`src/rtl/neander_control.sv`:
```
// rtl/neander_control.sv - Neander CPU control FSM with memory req/ack watchdog
// Define NEANDER_CTRL_SUB_EN to decode opcode 7 as SUB (ula_op=5).
module neander_control #(
  parameter int ACK_TIMEOUT = 16
) (
  input  logic       i_clk,
  input  logic       i_rst,
  input  logic [3:0] i_opcode,
  input  logic       i_n,
  input  logic       i_z,
  input  logic       i_mem_ack,
  input  logic       i_run,
  output logic       o_pc_inc,
  output logic       o_pc_load,
  output logic       o_mar_sel,
  output logic       o_mar_load,
  output logic       o_rdm_load,
  output logic       o_ri_load,
  output logic       o_ac_load,
  output logic       o_nz_load,
  output logic [2:0] o_ula_op,
  output logic       o_mem_req,
  output logic       o_mem_we,
  output logic       o_halted,
  output logic       o_bus_err
);

  localparam logic [3:0] S_FETCH_A = 4'd0;
  localparam logic [3:0] S_FETCH_B = 4'd1;
  localparam logic [3:0] S_FETCH_C = 4'd2;
  localparam logic [3:0] S_DECODE  = 4'd3;
  localparam logic [3:0] S_OPND    = 4'd4;
  localparam logic [3:0] S_JUMP    = 4'd5;
  localparam logic [3:0] S_ADDR    = 4'd6;
  localparam logic [3:0] S_STORE   = 4'd7;
  localparam logic [3:0] S_LOADOP  = 4'd8;
  localparam logic [3:0] S_ALU     = 4'd9;
  localparam logic [3:0] S_HALT    = 4'd10;

`ifdef NEANDER_CTRL_SUB_EN
  localparam bit SUB_EN = 1'b1;
`else
  localparam bit SUB_EN = 1'b0;
`endif

  localparam bit          WD_EN    = (ACK_TIMEOUT != 0);
  localparam logic [15:0] WD_LIMIT = WD_EN ? 16'(ACK_TIMEOUT - 1) : 16'd0;

  logic [3:0]  state, state_nx;
  logic [3:0]  op_q;
  logic [3:0]  op_cur;
  logic [15:0] wd;
  logic        bus_err_q;
  logic        req_state, expire;

  logic is_sta, is_lda, is_add, is_or, is_and, is_not, is_sub;
  logic is_jmp, is_jn, is_jz, is_hlt, is_jump, is_mem_op;
  logic [2:0] ula_sel;

  logic pc_inc, pc_load, mar_sel, mar_load, rdm_load, ri_load;
  logic ac_load, nz_load, mem_req, mem_we, halted;
  logic [2:0] ula_op;

  // The opcode register is only valid after S_DECODE; decode itself looks at RI directly.
  assign op_cur = (state == S_DECODE) ? i_opcode : op_q;

  assign is_sta    = (op_cur == 4'h1);
  assign is_lda    = (op_cur == 4'h2);
  assign is_add    = (op_cur == 4'h3);
  assign is_or     = (op_cur == 4'h4);
  assign is_and    = (op_cur == 4'h5);
  assign is_not    = (op_cur == 4'h6);
  assign is_sub    = SUB_EN && (op_cur == 4'h7);
  assign is_jmp    = (op_cur == 4'h8);
  assign is_jn     = (op_cur == 4'h9);
  assign is_jz     = (op_cur == 4'hA);
  assign is_hlt    = (op_cur == 4'hF);
  assign is_jump   = is_jmp | is_jn | is_jz;
  assign is_mem_op = is_sta | is_lda | is_add | is_or | is_and | is_sub;

  always_comb begin
    ula_sel = 3'd0;
    if (is_add)      ula_sel = 3'd1;
    else if (is_or)  ula_sel = 3'd2;
    else if (is_and) ula_sel = 3'd3;
    else if (is_sub) ula_sel = 3'd5;
  end

  assign req_state = (state == S_FETCH_B) || (state == S_OPND) ||
                     (state == S_STORE)   || (state == S_LOADOP);
  assign expire    = WD_EN && req_state && !i_mem_ack && (wd == WD_LIMIT);

  always_comb begin
    state_nx = state;
    pc_inc   = 1'b0;
    pc_load  = 1'b0;
    mar_sel  = 1'b0;
    mar_load = 1'b0;
    rdm_load = 1'b0;
    ri_load  = 1'b0;
    ac_load  = 1'b0;
    nz_load  = 1'b0;
    ula_op   = 3'd0;
    mem_req  = 1'b0;
    mem_we   = 1'b0;
    halted   = 1'b0;
    case (state)
      S_FETCH_A: begin
        mar_load = 1'b1;
        state_nx = S_FETCH_B;
      end
      S_FETCH_B: begin
        mem_req = 1'b1;
        if (expire) begin
          state_nx = S_HALT;
        end else if (i_mem_ack) begin
          rdm_load = 1'b1;
          pc_inc   = 1'b1;
          state_nx = S_FETCH_C;
        end
      end
      S_FETCH_C: begin
        ri_load  = 1'b1;
        state_nx = S_DECODE;
      end
      S_DECODE: begin
        if (is_not) begin
          ac_load  = 1'b1;
          nz_load  = 1'b1;
          ula_op   = 3'd4;
          state_nx = S_FETCH_A;
        end else if (is_hlt) begin
          state_nx = S_HALT;
        end else if ((is_jn && !i_n) || (is_jz && !i_z)) begin
          pc_inc   = 1'b1;
          state_nx = S_FETCH_A;
        end else if (is_jump || is_mem_op) begin
          mar_load = 1'b1;
          state_nx = S_OPND;
        end else begin
          state_nx = S_FETCH_A;
        end
      end
      S_OPND: begin
        mem_req = 1'b1;
        if (expire) begin
          state_nx = S_HALT;
        end else if (i_mem_ack) begin
          rdm_load = 1'b1;
          if (is_jump) begin
            state_nx = S_JUMP;
          end else begin
            pc_inc   = 1'b1;
            state_nx = S_ADDR;
          end
        end
      end
      S_JUMP: begin
        pc_load  = 1'b1;
        state_nx = S_FETCH_A;
      end
      S_ADDR: begin
        mar_load = 1'b1;
        mar_sel  = 1'b1;
        state_nx = is_sta ? S_STORE : S_LOADOP;
      end
      S_STORE: begin
        mem_req = 1'b1;
        mem_we  = 1'b1;
        if (expire)         state_nx = S_HALT;
        else if (i_mem_ack) state_nx = S_FETCH_A;
      end
      S_LOADOP: begin
        mem_req = 1'b1;
        if (expire) begin
          state_nx = S_HALT;
        end else if (i_mem_ack) begin
          rdm_load = 1'b1;
          state_nx = S_ALU;
        end
      end
      S_ALU: begin
        ac_load  = 1'b1;
        nz_load  = 1'b1;
        ula_op   = ula_sel;
        state_nx = S_FETCH_A;
      end
      S_HALT: begin
        halted = 1'b1;
        if (i_run) state_nx = S_FETCH_A;
      end
      default: state_nx = S_FETCH_A;
    endcase
  end

  always_ff @(posedge i_clk) begin
    if (!i_rst) begin
      state     <= S_FETCH_A;
      op_q      <= 4'h0;
      wd        <= 16'd0;
      bus_err_q <= 1'b0;
    end else begin
      state <= state_nx;
      if (state == S_DECODE) op_q <= i_opcode;
      if (WD_EN && req_state && !i_mem_ack && !expire) wd <= wd + 16'd1;
      else                                              wd <= 16'd0;
      if (expire)                        bus_err_q <= 1'b1;
      else if (state == S_HALT && i_run) bus_err_q <= 1'b0;
    end
  end

  // Reset gates every output so an in-flight request drops in the same cycle.
  assign o_pc_inc   = i_rst & pc_inc;
  assign o_pc_load  = i_rst & pc_load;
  assign o_mar_sel  = i_rst & mar_sel;
  assign o_mar_load = i_rst & mar_load;
  assign o_rdm_load = i_rst & rdm_load;
  assign o_ri_load  = i_rst & ri_load;
  assign o_ac_load  = i_rst & ac_load;
  assign o_nz_load  = i_rst & nz_load;
  assign o_ula_op   = i_rst ? ula_op : 3'd0;
  assign o_mem_req  = i_rst & mem_req;
  assign o_mem_we   = i_rst & mem_we;
  assign o_halted   = i_rst & halted;
  assign o_bus_err  = i_rst & bus_err_q;

endmodule

```
`config.mk`:
```
export PLATFORM = sky130hd
export DESIGN_NAME = neander_control
export DESIGN_NICKNAME = d
export VERILOG_FILES = /design/src/rtl/neander_control.sv
export SDC_FILE = /design/constraint.sdc
export NUM_CORES = 1
export LEC_CHECK = 0
export ABC_AREA = 1
export BUFFER_PORTS_ARGS = -buffer_cell sky130_fd_sc_hd__buf_4
export CAP_MARGIN = 20
export CORE_ASPECT_RATIO = 0.6
export CORE_MARGIN = 2
export CORE_UTILIZATION = 40
export CTS_CLUSTER_SIZE = 40
export DETAILED_ROUTE_END_ITERATION = 6
export GPL_ROUTABILITY_DRIVEN = 0
export PLACE_DENSITY = 0.66
export SLEW_MARGIN = 20
export SYNTH_ARGS = -nofsm -noshare
export SYNTH_HDL_FRONTEND = slang
export SYNTH_SLANG_ARGS = --single-unit
```
`constraint.sdc`:
```
create_clock -name i_clk -period 1.8 [get_ports i_clk]
set_input_delay 0.18 -clock i_clk [delete_from_list [all_inputs] [get_ports i_clk]]
set_output_delay 0.18 -clock i_clk [all_outputs]
set_load 0.005 [all_outputs]
```
# Word level (Yosys, flattened, before mapping)
# Index checks and enable logic that the tools add are counted.
[totals] ff_bits=25 in_bits=10 elab_cells=118
[op_classes] add_sub_neg=1 eq_ne=26 mux=48 bitwise_logic=17 reduce_logical=22
[ops] operator="$mux 4" n=13
[ops] operator="$pmux 4 s9" n=1
[ops] operator="$eq 4x3->1 const B" n=7
[ops] operator="$eq 4x4->1 const B" n=7
[ops] operator="$mux 1" n=22
[ops] operator="$mux 3" n=6
[ops] operator="$add 16x1->16 const B" n=1
[ops] operator="$eq 16x4->1 const B" n=1
[ops] operator="$eq 4x2->1 const B" n=4
[ops] operator="$ne 3x3->1 const B" n=4
[ops] operator="$and 1x1->1" n=11
[ops] operator="$eq 4x1->1 const B" n=2
[ops] operator="$logic_and 1x1->1" n=6
[ops] operator="$or 1x1->1" n=6
[ops] operator="$pmux 3 s2" n=1
[ops] operator="$logic_or 1x1->1" n=5
[ops] operator="$reduce_and 5->1" n=1
[ops] operator="$logic_not 1->1" n=4
[ops] operator="$logic_not 4->1" n=1
[ops] operator="$mux 2" n=2
[ops] operator="$pmux 1 s2" n=2
[ops] operator="$reduce_or 4->1" n=1
[ops] operator="$pmux 1 s3" n=1
[ops] operator="$reduce_or 3->1" n=1
[ops] operator="4 further kinds" n=4

# Logic depth before layout (Yosys ltp)
[depth] word_depth=14 ltp_mapped=13 mapped_depth_nobuf=13

# Worst setup path before layout
# No wires, ideal clock.
[synth_path] path_kind="reg-to-output" start="register state[1]" end="output o_nz_load" arrival_ns=1.542 slack_ns=0.078 path_stages_with_launch=10 n_path_buf=1 path_cell_list="dfxtp_1 nand2_2 clkinv_2 nand2_2 nand2_1 nand2_1 nor2_1 nand3_1 o31ai_1 buf_4"
[synth_between] elab_chain_len=6
[synth_lines] element="start, declared" line="49" source="logic [3:0] state, state_nx;"
[synth_lines] element="start signal, assigned" line="203" source="state <= state_nx;"
[synth_lines] element="$eq 4x2->1"
[synth_lines] element="$mux 4"
[synth_lines] element="$eq 4x3->1" line="72" source="assign is_not = (op_cur == 4'h6);"
[synth_lines] element="$mux 1"
[synth_lines] element="$pmux 1 s2 (*)"
[synth_lines] element="$and 1x1->1 (*)"
[synth_lines] element="end, declared" line="20" source="output logic o_nz_load,"
# Every way passes the cells marked *; elsewhere a longest branch is shown, timed or not.

# Worst setup path in the final report
[layout_path] start="register state[2]" end="output o_mar_load"
[layout_between] elab_chain_len=14
[layout_lines] element="$eq 4x2->1" line="65, 107"
[layout_lines] element="$mux 4"
[layout_lines] element="$eq 4x1->1 / $eq 4x2->1 (equally long branches)" line="67, 68"
[layout_lines] element="$or 1x1->1 (4 in series)" line="79" source="assign is_mem_op = is_sta | is_lda | is_add | is_or | is_and | is_sub;"
[layout_lines] element="$logic_or 1x1->1" line="137" source="end else if (is_jump || is_mem_op) begin"
[layout_lines] element="$mux 1" line="137"
[layout_lines] element="$mux 1" line="134" source="end else if ((is_jn && !i_n) || (is_jz && !i_z)) begin"
[layout_lines] element="$mux 1" line="132" source="end else if (is_hlt) begin"
[layout_lines] element="$mux 1" line="127" source="if (is_not) begin"
[layout_lines] element="$pmux 1 s2 (*)" line="107" source="case (state)"
[layout_lines] element="$and 1x1->1 (*)" line="216" source="assign o_mar_load = i_rst & mar_load;"
[layout_lines] element="end, declared" line="16" source="output logic o_mar_load,"
# Marks and branches as above.

==> results.cfg <==
[clock_network]
cts_root_buffer = clkbuf_8
clock_path_buffers = 2
hold_buffers = 0
cts_sinks = 25
cts_htree_levels = 1
cts_tree = done
clkTransAtPathRegs_ns = 0.10
clkLatencyLatePin_ns = 0.28
numCtsBuffers = 3

[floorplan]
die_area_mm2 = 0.00471
num_rows = 18
dieHeight_um = 54.0
start_util = 0.411
core_mm2 = 0.00405
io_pins = 25
fp.dieW_um = 87.3

[synthesis]
synth_top_cell_area_share = 0.301
synth_edf_count = 0
yosysWarnings = 0
ys_types = 33
ys_top_cells_by_count = nand2_1, nor2_1, inv_1, dfxtp_1, nand3_1
syn_inst = 269
syn_area_mm2 = 0.00167
yosysMostFrequentCell = nand2_1
syn_avg_cell_area_um2 = 6.19
synth_top_cells_by_area = dfxtp_1, nand2_1, nor2_1
ys_seq_elements = 25
synth_top_cell_by_area = dfxtp_1
syn_nets = 280
ys.flop_type = dfxtp_1
ys_seq_area_frac = 0.301
ys_async_sr_fraction = 0

[cells_and_area]
multiInputGateArea_mm2 = 0.00115
area_delta_synth_final_pct = 42.8
diodes = 0
drive_gt1_frac = 0.382
fillers = 379
regArea_um2 = 513
final_nets = 337

[timing]
setup_slack_ns = -0.277
max_freq_ghz = 0.481
tns_ns = -1.37
finalClockSkew_ns = 0.00267
rsz0062_at_grt = true
worst_slew_pin_slew_ns = 0.568
slew_headroom = 0.621
slew_viol_final = 0
hold_violations = 0
min_period_over_period = 1.15
fin_crit_ns = 2.08
setup_viol = 14

[global_route]
grt_pass1_wl_mm = 7.23
grt_max_degree = 17
overflow = 0
antenna_found_initial = 0
track_usage = 0.201
grt_pass1_vias = 1521

[routing]
ant_nets = 0
finalWirelength_mm = 4.76
routedWlPerCell_um = 12.7
dr.first_iter.drc_count = 213
vias = 1871
drc = 0
drt_pre_antenna_iters = 4
viasPerCell = 4.99

[run_status]
violations = negative setup slack
status = complete, but fails checks

[hold_path]
hold_class = input port to flop

[placement]
hpwl_mm = 3.41
io_buffers = 24

[critical_path]
crit_path_end_kind = output pin
critPathMaxFanout = 5
crit_path_start_kind = flop
arrival_ns = 1.90
crit_type = flop to output pin
required_ns = 1.62

[power_and_ir_drop]
finalPower_w = 0.00140
p_per_area_mw_per_mm2 = 590
ir_worst_vdd_mv = 0.341
power.leakage_nw = 1.06

[run]
maxCapViolCount = 0
[final timing paths]
| path | end | slack [ns] | cells past startpoint | startpoint |
|---|---|---|---|---|
| worst min-delay path | bus_err_q$_SDFFE_PN0P_ | 0.25 | 4 | i_run |
| worst max-delay path | o_mar_load | -0.28 | 12 | state[2]$_SDFFE_PN0P_ |
| worst min register to register | wd[0]$_SDFF_PN0_ | 0.45 | 1 | wd[0]$_SDFF_PN0_ |
| worst max register to register | state[3]$_SDFFE_PN0P_ | -0.07 | 12 | state[2]$_SDFFE_PN0P_ |
[final cells by class]
cell class | count | area share
multi-input cells | 203 | 0.483
clock inverters | 1 | 0.00368
clock buffers | 3 | 0.0174
flip-flops and latches | 25 | 0.216
well taps | 50 | 0.0263
repair buffers | 58 | 0.195
inverters | 35 | 0.0594
[layer usage]
layer  part of all wire  routed length, um  global-route usage
met1               0.51               2440               0.321
met2               0.40               1920               0.256
met3              0.068                325              0.0414
met4              0.015                 73              0.0615
met5                  0                  0                   0
[layout by cell type, fill, tap and decap left out, types with 2 or more instances in the layout]
cell type  instances
o21ai_0            5
nand3_1           16
nand2_4            4
nor2_4             5
nor2_2             6
o21a_1             3
xor2_1             3
dfxtp_4            3
a21oi_2           10
nand4_1            2
inv_1             29
clkbuf_8           3
inv_2              3
o21ai_1            2
buf_6              4
nor3_2             2
and3_1             2
nor3_1             7
nand2_2           16
inv_4              2
dfxtp_1           21
buf_4             53
nor4_1             2
a21oi_1            6
nand3_2            5
nand2_1           56
nor2_1            37
nand3b_1           4
[what timing repair did]
action	CTS	global route
endpoints found under the setup margin	9	22
gates resized for setup	34	25
pin swaps	11	16
buffers inserted	5	4
[critical path: stages, from the launching register on]
cell	delay, ns
dfxtp_4	0.38
nor2_4	0.11
buf_6	0.12
buf_6	0.11
nand3_1	0.09
nand2_2	0.17
nand2_4	0.09
inv_4	0.07
nand2_2	0.05
nand3_2	0.06
nand3_2	0.10
a21oi_2	0.15
buf_4	0.13
[report_power, final]
group	switching [W]	internal (W)	total, W
clock	0.000203	0.000163	0.000366
combinational	0.000256	0.000198	0.000455
sequential	0.0000143	0.000569	0.000584
total	0.000473	0.000930	0.00140
[logic make-up (layout without fill, tap and decap cells)]
group / Yosys count / after routing / synth area share
AND/OR/NAND/NOR: 169 / 169 / 0.455
buffers and inverters: 41 / 97 / 0.107
AO/OA/AOI/OAI: 29 / 29 / 0.109
flip-flops: 25 / 25 / 0.301
XOR/XNOR: 4 / 4 / 0.0210
adder cells (fa/ha/maj): 1 / 1 / 0.00751
[state kept, by name (all words and copies together) (netlist names)]
register / count
wd: 16
op_q: 4
bus_err_q: 1
state: 4
[stage by stage]
step	instances	util	cell area (um^2)	hold slack, ns	setup slack, ns
after floorplan	269	-	1670	0.357	0.0776
after global placement	362	0.509	2060	0.430	0.0198
after detailed placement	362	0.509	2060	0.437	-0.0604
after CTS	371	0.557	2260	0.228	-0.188
after global routing	375	0.587	2380	0.271	-0.356
final	375	0.587	2380	0.251	-0.277
Note: power is estimated with default switching activity, not from simulation.
